<file path="config.mk">
export PLATFORM = sky130hd
export DESIGN_NAME = wb_master_ctrl
export DESIGN_NICKNAME = d
export VERILOG_FILES = /design/src/rtl/wb_master_ctrl.sv
export SDC_FILE = /design/constraint.sdc
export NUM_CORES = 1
export LEC_CHECK = 0
export CORE_MARGIN = 3
export CORE_UTILIZATION = 37
export CTS_CLUSTER_SIZE = 24
export DETAILED_ROUTE_END_ITERATION = 16
export HOLD_SLACK_MARGIN = 0.08
export PLACE_DENSITY = 0.79
export SLEW_MARGIN = 30
export SYNTH_ARGS = -nofsm -noshare
export SYNTH_HDL_FRONTEND = slang
export SYNTH_SLANG_ARGS = --single-unit
</file>
<file path="constraint.sdc">
create_clock -name clk -period 3.2 [get_ports clk]
set_input_delay 0.48 -clock clk [delete_from_list [all_inputs] [get_ports clk]]
set_output_delay 0.48 -clock clk [all_outputs]
set_load 0.1 [all_outputs]
</file>
<file path="src/rtl/wb_master_ctrl.sv">
// Single-outstanding Wishbone classic master: one command in, one bus cycle out, one response pulse back.
// Optional bus-cycle timeout is compiled in with `define WB_MASTER_TIMEOUT_EN.
module wb_master_ctrl #(
  parameter int MAX_RETRY      = 3,
  parameter int TIMEOUT_CYCLES = 64
) (
  input  logic        clk,
  input  logic        rst,
  input  logic        cmd_valid,
  output logic        cmd_ready,
  input  logic        cmd_we,
  input  logic [31:0] cmd_adr,
  input  logic [31:0] cmd_dat,
  input  logic [3:0]  cmd_sel,
  output logic        rsp_valid,
  output logic [31:0] rsp_dat,
  output logic [1:0]  rsp_status,
  output logic        CYC_O,
  output logic        STB_O,
  output logic        WE_O,
  output logic [31:0] ADR_O,
  output logic [31:0] DAT_O,
  output logic [3:0]  SEL_O,
  input  logic [31:0] DAT_I,
  input  logic        ACK_I,
  input  logic        ERR_I,
  input  logic        RTY_I
);

  localparam int            RW          = (MAX_RETRY > 0) ? $clog2(MAX_RETRY + 1) : 1;
  localparam logic [RW-1:0] RETRY_LIMIT = RW'(MAX_RETRY);
  localparam logic [1:0]    ST_OK       = 2'b00;
  localparam logic [1:0]    ST_ERR      = 2'b01;
  localparam logic [1:0]    ST_RTY      = 2'b10;

  typedef enum logic [1:0] {IDLE, BUS, RETRY_WAIT, RESP} state_t;

  state_t        state;
  logic [RW-1:0] retry_cnt;

`ifdef WB_MASTER_TIMEOUT_EN
  localparam int            TW       = $clog2(TIMEOUT_CYCLES + 1);
  localparam logic [TW-1:0] TMO_LAST = TW'(TIMEOUT_CYCLES - 1);
  localparam logic [1:0]    ST_TMO   = 2'b11;
  logic [TW-1:0] tmo_cnt;
`endif

  always_ff @(posedge clk or posedge rst) begin
    if (rst) begin
      state      <= IDLE;
      cmd_ready  <= 1'b0;
      CYC_O      <= 1'b0;
      STB_O      <= 1'b0;
      WE_O       <= 1'b0;
      ADR_O      <= '0;
      DAT_O      <= '0;
      SEL_O      <= '0;
      rsp_valid  <= 1'b0;
      rsp_dat    <= '0;
      rsp_status <= ST_OK;
      retry_cnt  <= '0;
`ifdef WB_MASTER_TIMEOUT_EN
      tmo_cnt    <= '0;
`endif
    end else begin
      rsp_valid <= 1'b0;
      case (state)
        IDLE: begin
          cmd_ready <= 1'b1;
          if (cmd_valid && cmd_ready) begin
            cmd_ready <= 1'b0;
            WE_O      <= cmd_we;
            ADR_O     <= cmd_adr;
            DAT_O     <= cmd_dat;
            SEL_O     <= cmd_sel;
            retry_cnt <= '0;
`ifdef WB_MASTER_TIMEOUT_EN
            tmo_cnt   <= '0;
`endif
            CYC_O     <= 1'b1;
            STB_O     <= 1'b1;
            state     <= BUS;
          end
        end
        BUS: begin
          // ERR outranks RTY, which outranks ACK, when several arrive together
          if (ERR_I) begin
            CYC_O      <= 1'b0;
            STB_O      <= 1'b0;
            rsp_valid  <= 1'b1;
            rsp_dat    <= '0;
            rsp_status <= ST_ERR;
            state      <= RESP;
          end else if (RTY_I && (retry_cnt < RETRY_LIMIT)) begin
            retry_cnt <= retry_cnt + 1'b1;
            CYC_O     <= 1'b0;
            STB_O     <= 1'b0;
            state     <= RETRY_WAIT;
          end else if (RTY_I) begin
            CYC_O      <= 1'b0;
            STB_O      <= 1'b0;
            rsp_valid  <= 1'b1;
            rsp_dat    <= '0;
            rsp_status <= ST_RTY;
            state      <= RESP;
          end else if (ACK_I) begin
            CYC_O      <= 1'b0;
            STB_O      <= 1'b0;
            rsp_valid  <= 1'b1;
            rsp_dat    <= WE_O ? 32'h0 : DAT_I;
            rsp_status <= ST_OK;
            state      <= RESP;
          end
`ifdef WB_MASTER_TIMEOUT_EN
          else if (tmo_cnt == TMO_LAST) begin
            CYC_O      <= 1'b0;
            STB_O      <= 1'b0;
            rsp_valid  <= 1'b1;
            rsp_dat    <= '0;
            rsp_status <= ST_TMO;
            state      <= RESP;
          end else begin
            tmo_cnt <= tmo_cnt + 1'b1;
          end
`endif
        end
        RETRY_WAIT: begin
          // address/data/select stay latched across the one-cycle gap
          CYC_O <= 1'b1;
          STB_O <= 1'b1;
`ifdef WB_MASTER_TIMEOUT_EN
          tmo_cnt <= '0;
`endif
          state <= BUS;
        end
        RESP: begin
          cmd_ready <= 1'b1;
          state     <= IDLE;
        end
        default: state <= IDLE;
      endcase
    end
  end

endmodule

</file>
---- Yosys cells after proc, flatten, opt, wreduce, memory -nomap -nowiden ----
Cells that the tools add are included.
word-level totals
  bits in writable memories ............... 0
  latch bits .............................. 0
  register bits after elaboration ......... 110
  memories ................................ 0
  memory bits (read-only) ................. 0
  input bits .............................. 107
  output and inout port bits .............. 107
  word-level logic and storage cells ...... 65
cells by class
  shift operators ......................... 0
  reductions and logical operators ........ 12
  $add $sub $neg .......................... 1
  muxes and demuxes ....................... 32
  equality and inequality tests ........... 8
  bitwise operators ....................... 0
  divide/modulo/power cells ............... 0
  multipliers ............................. 0
  magnitude comparators ................... 1
operators by type and width
  kind                                            count
  two-way mux 32 bit                              5
  two-way mux 2 bit                               12
  two-way mux 1 bit                               11
  != test 2 bit (second input constant)           4
  case mux 2 bit (4 select lines)                 1
  AND reduction 3 bit                             2
  nonzero test 3 bit                              2
  != test 5 bit (second input constant)           1
  == test 2 bit (second input constant)           2
  case mux 2 bit (2 select lines)                 1
  AND reduction 2 bit                             2
  AND reduction 4 bit                             1
  nonzero test 2 bit                              2
  case mux 1 bit (3 select lines)                 1
  adder 2 x 1 -> 2 bit (second input constant)    1
  == test 2 x 1 -> 1 bit (second input constant)  1
  logical AND 1 bit                               2
  logical NOT 2 bit                               1
  < comparator 2 bit (second input constant)      1
  case mux 1 bit (2 select lines)                 1

---- Longest topological paths before layout ----
Gate-level depths: netlist (run 1).
  depth in word-level cells ............... 5
  depth in mapped cells ................... 7
  gate-level depth less buffers ........... 5

---- Worst setup path before layout (run 1) ----
Ideal clock, no wire load.
  path type ............................... register to register
  start ................................... register cmd_ready
  end ..................................... register DAT_O[0]
  arrival ................................. 1.930 ns
  period minus slack after synthesis ...... 2.056 ns
  stages on the path, launching flop included .. 6
  slack ................................... 1.144 ns
  path buffers ............................ 3
  library setup time ...................... 0.125 ns
  data required time ...................... 3.075 ns
  cell sequence ........................... dfrtp_1 -> and3_1 -> buf_2 -> buf_6 -> buf_6 -> mux2_2
between the ends
  word-level cells in the longest chain between the ends .. 2
ends and longest elaborated chain
  element                               RTL line  RTL
  start: declaration                    10        output logic cmd_ready,
  start signal: assignment              51        cmd_ready <= 1'b0;
  start signal: assignment              69        cmd_ready <= 1'b1;
  start signal: assignment              71        cmd_ready <= 1'b0;
  logical AND 1 bit                     70        if (cmd_valid && cmd_ready) begin
  AND reduction 2 bit (no source line)  --
  end signal: assignment                74        DAT_O <= cmd_dat;
  end: declaration                      22        output logic [31:0] DAT_O,
Every way passes these cells.
A chain may end at the register's enable or synchronous reset.

---- Final worst setup path (run 1) ----
  start ................................... register ADR_O[3]
  end ..................................... output port ADR_O[3]
RTL lines
  element                   RTL line  RTL
  start: declaration        21        output logic [31:0] ADR_O,
  start signal: assignment  73        ADR_O <= cmd_adr;
No word-level cell between the ends.

==> qor.yml, run 1 <==
status: "complete, no violations"
worstPathArrival_ns: 1.86
maxSlewHeadroom_pct: 33.1
htreeDepth: 3
critPathSlowestCell: "clkdlybuf4s50_1"
clk_pin_slew_ns: 0.07
die_area_um2: 13600
path_buf_inv: 1
die_h_um: 117
clk_path_buf_depth: 2
cts_made_buffers: 9
via_per_inst: 4.64
grt_use_total_pct: 16.1
cp-start-kind: "flop"
wl_um: 11200
yosysTopAreaCellShare_pct: 60.9
ys_ff_latch: 110
final_hold_viol_count: 0
antenna_found_initial: 0
grt_max_degree: 57
num_io_pins: 214
tightest_slew_ns: 1.00
cpLargestDelayFamily: "buffers and inverters"
whs_ns: 0.480
crit_path_end_kind: "output port"
port_buffers: 213
drv_slew: 0
slowest_delay_ns: 1.16
initial_core_util_pct: 38.8
syn_avg_cell_area_um2: 13.4
root_buffer: "clkbuf_16"
rsz0062_at_grt: "no"
clk_latency_ns: 0.34
grt_overflow: 0
synth_cell_type_count: 27
synth_enable_flop_cells: 0
row_count: 39
cts_tree: "yes"
design_area_um2: 6960
drcViolationCount: 0
worstPathRequired_ns: 2.72
drt_iter0_markers: 116
routabilityCongestion: 0.742
area_delta_synth_final_pct: 53.9
synth_ff_type: "dfrtp_1"
ys.warnings.count: 0
setup_viol: 0
syn-num-nets: 450
multi_input_area_um2: 1500
grt_pass1_wl_um: 17100
path_cells: "clkdlybuf4s50_1"
final_antenna_net_count: 0
maxCapViolCount: 0
place_area_um2: 6640
drive_gt1_share_pct: 27.9
critical_path_class: "flop to output port"
hpwl_um: 8480
cts_resized: 0
synthesis.area_um2: 4520
post_cts_buffers: 0
fmax_mhz: 428
drtPass1Iterations: 4
fillers: 960
synth_commonest_cells: "dfrtp_1, mux2_2, inv_1"
nets: 662
grt_pass1_vias: 3400
finalCriticalPeriod_ns: 2.34
fp.dieW_um: 117
ctsHoldBuffers: 0
yosysTopAreaCell: "dfrtp_1"
skew_ns: 0.00590
clock_sinks: 110
n_antenna_cell: 0
regArea_um2: 2750
num_vias: 3239
path_max_fanout: 2
yosys-top-cells-area: "dfrtp_1, mux2_2, mux2i_1"
fin_crit_sh_pct: 73.0
post-synth-top-count-cell: "dfrtp_1"
fin_tns_setup_ns: 0
synth_cells: 338
hp-class: "input port to asynchronous set/reset pin"
drt-wirelength-per-cell_um: 16.0
core_um2: 11700
ys_async_sr_fraction_pct: 100
ys_seq_area_share_pct: 60.9
==> layout make-up <==
cell class | instances | area share, %
inverters | 40 | 2.21
flip-flops and latches | 110 | 39.6
clock buffers | 10 | 3.29
clock inverters | 6 | 1.35
multi-input cells | 171 | 21.6
well taps | 143 | 2.57
repair buffers | 218 | 29.4
==> layer usage <==
metal  vias to the layer above  global-route usage, %  part of all wire (%)
met5                         -                      0                     0
met4                         0                   5.73                   1.7
met3                        14                   3.32                   7.9
met2                       128                   29.4                    52
met1                      1554                   18.6                    38
li1                       1543                      -                     -
==> per-stage QoR <==
stage | setup WS (ns) | utilization, % | std cells
after global placement | 0.953 | 56.9 | 682
after floorplan | 1.14 | - | 338
after CTS | 0.839 | 59.7 | 698
final | 0.865 | 59.7 | 698
after detailed placement | 0.932 | 56.9 | 682
after global routing | 0.817 | 59.7 | 698
==> kinds of logic after synthesis <==
family,share of synthesized area [%]
compound gates,2.57
fa+ha+maj,1.38
buf+inv,6.01
flops,60.9
mux,24.8
simple gates,4.32
==> state kept, by name (all words and copies together), names as in the netlist <==
| register | flops |
|---|---|
| SEL_O | 4 |
| rsp_dat | 32 |
| ADR_O | 32 |
| cmd_ready | 1 |
| STB_O | 1 |
| state | 2 |
| DAT_O | 32 |
| rsp_valid | 1 |
| WE_O | 1 |
| retry_cnt | 2 |
| rsp_status | 2 |
==> final timing paths <==
kind	from	to	slack, ns	depth (start not counted)
max in group asynchronous	rst	retry_cnt[1]$_DFFE_PP0P_	1.89	3
max reg2reg	state[0]$_DFFE_PP0P_	DAT_O[6]$_DFFE_PP0P_	1.10	5
max	ADR_O[3]$_DFFE_PP0P_	ADR_O[3]	0.86	1
min in group clk	ADR_O[26]$_DFFE_PP0P_	ADR_O[26]$_DFFE_PP0P_	0.51	1
min reg2reg	ADR_O[26]$_DFFE_PP0P_	ADR_O[26]$_DFFE_PP0P_	0.51	1
min	rst	SEL_O[2]$_DFFE_PP0P_	0.48	2
==> cells in the final DEF (no fill, tap or decap) <==
cell type / count
a211oi_1: 1
a21o_1: 2
a21o_2: 1
a21oi_1: 3
a22oi_1: 2
a2bb2oi_1: 1
and3_2: 1
buf_12: 2
buf_4: 62
bufinv_16: 2
clkbuf_1: 1
clkbuf_16: 9
clkdlybuf4s50_1: 154
clkinv_4: 2
clkinvlp_4: 2
dfrtp_1: 110
ha_1: 5
inv_1: 39
inv_6: 1
mux2_2: 69
mux2_4: 1
mux2i_1: 33
nand2_1: 36
nand3_1: 3
nand4bb_1: 1
nor2_1: 1
nor3_1: 2
nor3_2: 1
o211ai_1: 1
o21a_1: 1
o21a_2: 1
o21ai_0: 1
o22ai_1: 3
or3b_2: 1
Power of run 1 is left out: the tool's default activity adds up to more than one toggle a clock period on the data nets, which glitch-free logic cannot reach.
==> run 2: changes to the inputs <==
==> constraint.sdc (replaced) <==
create_clock -name clk -period 1.94 [get_ports clk]
set_input_delay 0.291 -clock clk [delete_from_list [all_inputs] [get_ports clk]]
set_output_delay 0.291 -clock clk [all_outputs]
set_load 0.1 [all_outputs]
==> run 2 against run 1 <==
Against the previous run:
- first-iteration DRC count is 63% higher
- count of clock-buffer cells in the layout up 3
- clock skew decreased by 0.0022 ns
- die area did not move
- register-to-register slack worse by 0.90 ns
- worst setup slack got worse by 0.67 ns
- sequential share of layout area grew 0.15 points
- global-route usage is 0.58 points higher
- cell count grew 1.0%
==> qor.yml, run 2 (synthesis gave the netlist of run 1 again) <==
drv_slew: 0  # unchanged
cp-start-kind: "flop"  # unchanged
reg_top3: "ADR_O (32), DAT_O (32), rsp_dat (32)"  # unchanged
fillers: 919  # was 960
critical_path_class: "flop to flop"  # was flop to output port
final_cell_mix: "buf_4, dfrtp_1, clkdlybuf4s50_1"  # was clkdlybuf4s50_1, dfrtp_1, mux2_2
drt-wirelength-per-cell_um: 16.1  # was 16.0 µm
via_per_inst: 4.70  # was 4.64
crit_path_end_kind: "flop"  # was output port
post_cts_buffers: 0  # unchanged
cts_resized: 0  # unchanged
final_antenna_net_count: 0  # unchanged
clock_sinks: 110  # unchanged
drt_iter0_markers: 189  # was 116
r2r_slack_ns: 0.20  # was 1.10 ns
port_buffers: 213  # unchanged
regArea_um2: 2750  # about the same
num_vias: 3310  # was 3,239
skew_ns: 0.00370  # was 0.00590 ns
status: "complete, no violations"  # unchanged
multi_input_area_um2: 1500  # unchanged
fmax_mhz: 573
drive_gt1_share_pct: 37.4  # was 27.9%
grt_max_degree: 111  # was 57
tightest_slew_ns: 0.576  # was 1.00 ns
cts_made_buffers: 9  # unchanged
rsz0062_at_grt: "no"  # unchanged
fin_crit_sh_pct: 89.9
fin_tns_setup_ns: 0  # unchanged
row_count: 39  # unchanged
hpwl_um: 8540  # was 8480 µm
core_um2: 11700  # unchanged
maxSlewHeadroom_pct: 61.6  # was 33.1%
fin_ws_ns: 0.196  # was 0.865 ns
layout.cells.non_filler: 705  # was 698
fp.dieW_um: 117  # unchanged
clk_latency_ns: 0.34  # about the same
path_max_fanout: 34  # was 2
wl_um: 11400  # was 11,200 µm
n_antenna_cell: 0  # unchanged
drtPass1Iterations: 4  # unchanged
hp-class: "input port to asynchronous set/reset pin"  # unchanged
ctsHoldBuffers: 0  # unchanged
clk_pin_slew_ns: 0.07  # about the same
antenna_found_initial: 0  # unchanged
root_buffer: "clkbuf_16"  # unchanged
drcViolationCount: 0  # unchanged
grt_use_total_pct: 16.7  # was 16.1%
die_area_um2: 13600  # unchanged
dp_cells: 689  # was 682
layout_commonest_cell: "buf_4"  # was clkdlybuf4s50_1
routabilityCongestion: 0.785  # was 0.742
nets: 669  # was 662
maxCapViolCount: 0  # unchanged
grt_overflow: 0  # unchanged
clk_path_buf_depth: 2  # unchanged
area_delta_synth_final_pct: 53.4  # was 53.9%
worstPathRequired_ns: 2.20  # was 2.72 ns
htreeDepth: 3  # unchanged
finalCriticalPeriod_ns: 1.74
grt_pass1_wl_um: 17500  # was 17,100 µm
worstPathArrival_ns: 2.01  # was 1.86 ns
pre_cts_ws_ns: 0.0983  # was 0.932 ns
setup_viol: 0  # unchanged
initial_core_util_pct: 38.8  # unchanged
final_hold_viol_count: 0  # unchanged
die_h_um: 117  # unchanged
cts_tree: "yes"  # unchanged
grt_pass1_vias: 3489  # was 3,400
num_io_pins: 214  # unchanged
whs_ns: 0.472  # was 0.480 ns
## run 2: changes by cell type in the layout (fill, tap and decap cells not counted), sizes merged
| cell | delta |
|---|---|
| clkbuf | +3 |
| buf | +55 |
| bufinv | -1 |
| clkinv | -1 |
| inv | -1 |
| clkdlybuf4s50 | -48 |
## run 2: critical path: stages, from the launching register on
cell     delay [ns]
dfrtp_1        0.42
inv_1          0.09
ha_1           0.42
o21a_2         0.24
buf_12         0.24
mux2i_1        0.23
## run 2: worst paths after layout
kind	startpoint	to	cells after the start
worst min register to register	DAT_O[1]$_DFFE_PP0P_	DAT_O[1]$_DFFE_PP0P_	1
worst min-delay path	rst	ADR_O[16]$_DFFE_PP0P_	3
worst max register to register	state[1]$_DFFE_PP0P_	rsp_dat[2]$_DFFE_PP0P_	5
worst max-delay path	state[1]$_DFFE_PP0P_	rsp_dat[2]$_DFFE_PP0P_	5
max in group asynchronous	rst	cmd_ready$_DFFE_PP0P_	3
min in group clk	DAT_I[21]	rsp_dat[21]$_DFFE_PP0P_	3
## run 2: final cells by class
class                      count  area share, %
clock buffer                  13           3.75
sequential                   110           39.7
clock inverter                 3          0.613
multi-input combinational    171           21.7
inverter                      40           2.22
tap                          143           2.58
timing repair buffer         225           29.4
## run 2: per-layer routing
layer  vias up  GRT usage [%]  wire length [µm]  share of wire (%)
met3        19           3.63               739                6.5
met2       118           29.0              5940                 52
li1       1559              -                 -                  -
met4         0           7.19               266                2.3
met1      1614           19.9              4440                 39
met5         -              0                 0                  0
## run 2: per-stage QoR
| step | cell area, µm² | util, % |
|---|---|---|
| 2_1_floorplan | 4530 | - |
| 3_3_place_gp | 6630 | 56.9 |
| 3_5_place_dp | 6630 | 56.9 |
| 4_1_cts | 6940 | 59.5 |
| 5_1_grt | 6940 | 59.5 |
| 6_report | 6940 | 59.5 |
Power of run 2 is left out for the same reason.
==> run 3: changes to the inputs <==
--- a/config.mk
+++ b/config.mk
@@ -5,6 +5,7 @@
 export SDC_FILE = /design/constraint.sdc
 export NUM_CORES = 1
 export LEC_CHECK = 0
+export ABC_CLOCK_PERIOD_IN_PS = 1940
 export CORE_MARGIN = 3
 export CORE_UTILIZATION = 37
 export CTS_CLUSTER_SIZE = 24
==> results of run 3 <==
No change in the layout: final DEF, timing and power equal those of run 2.
Power of run 3 is left out for the same reason.
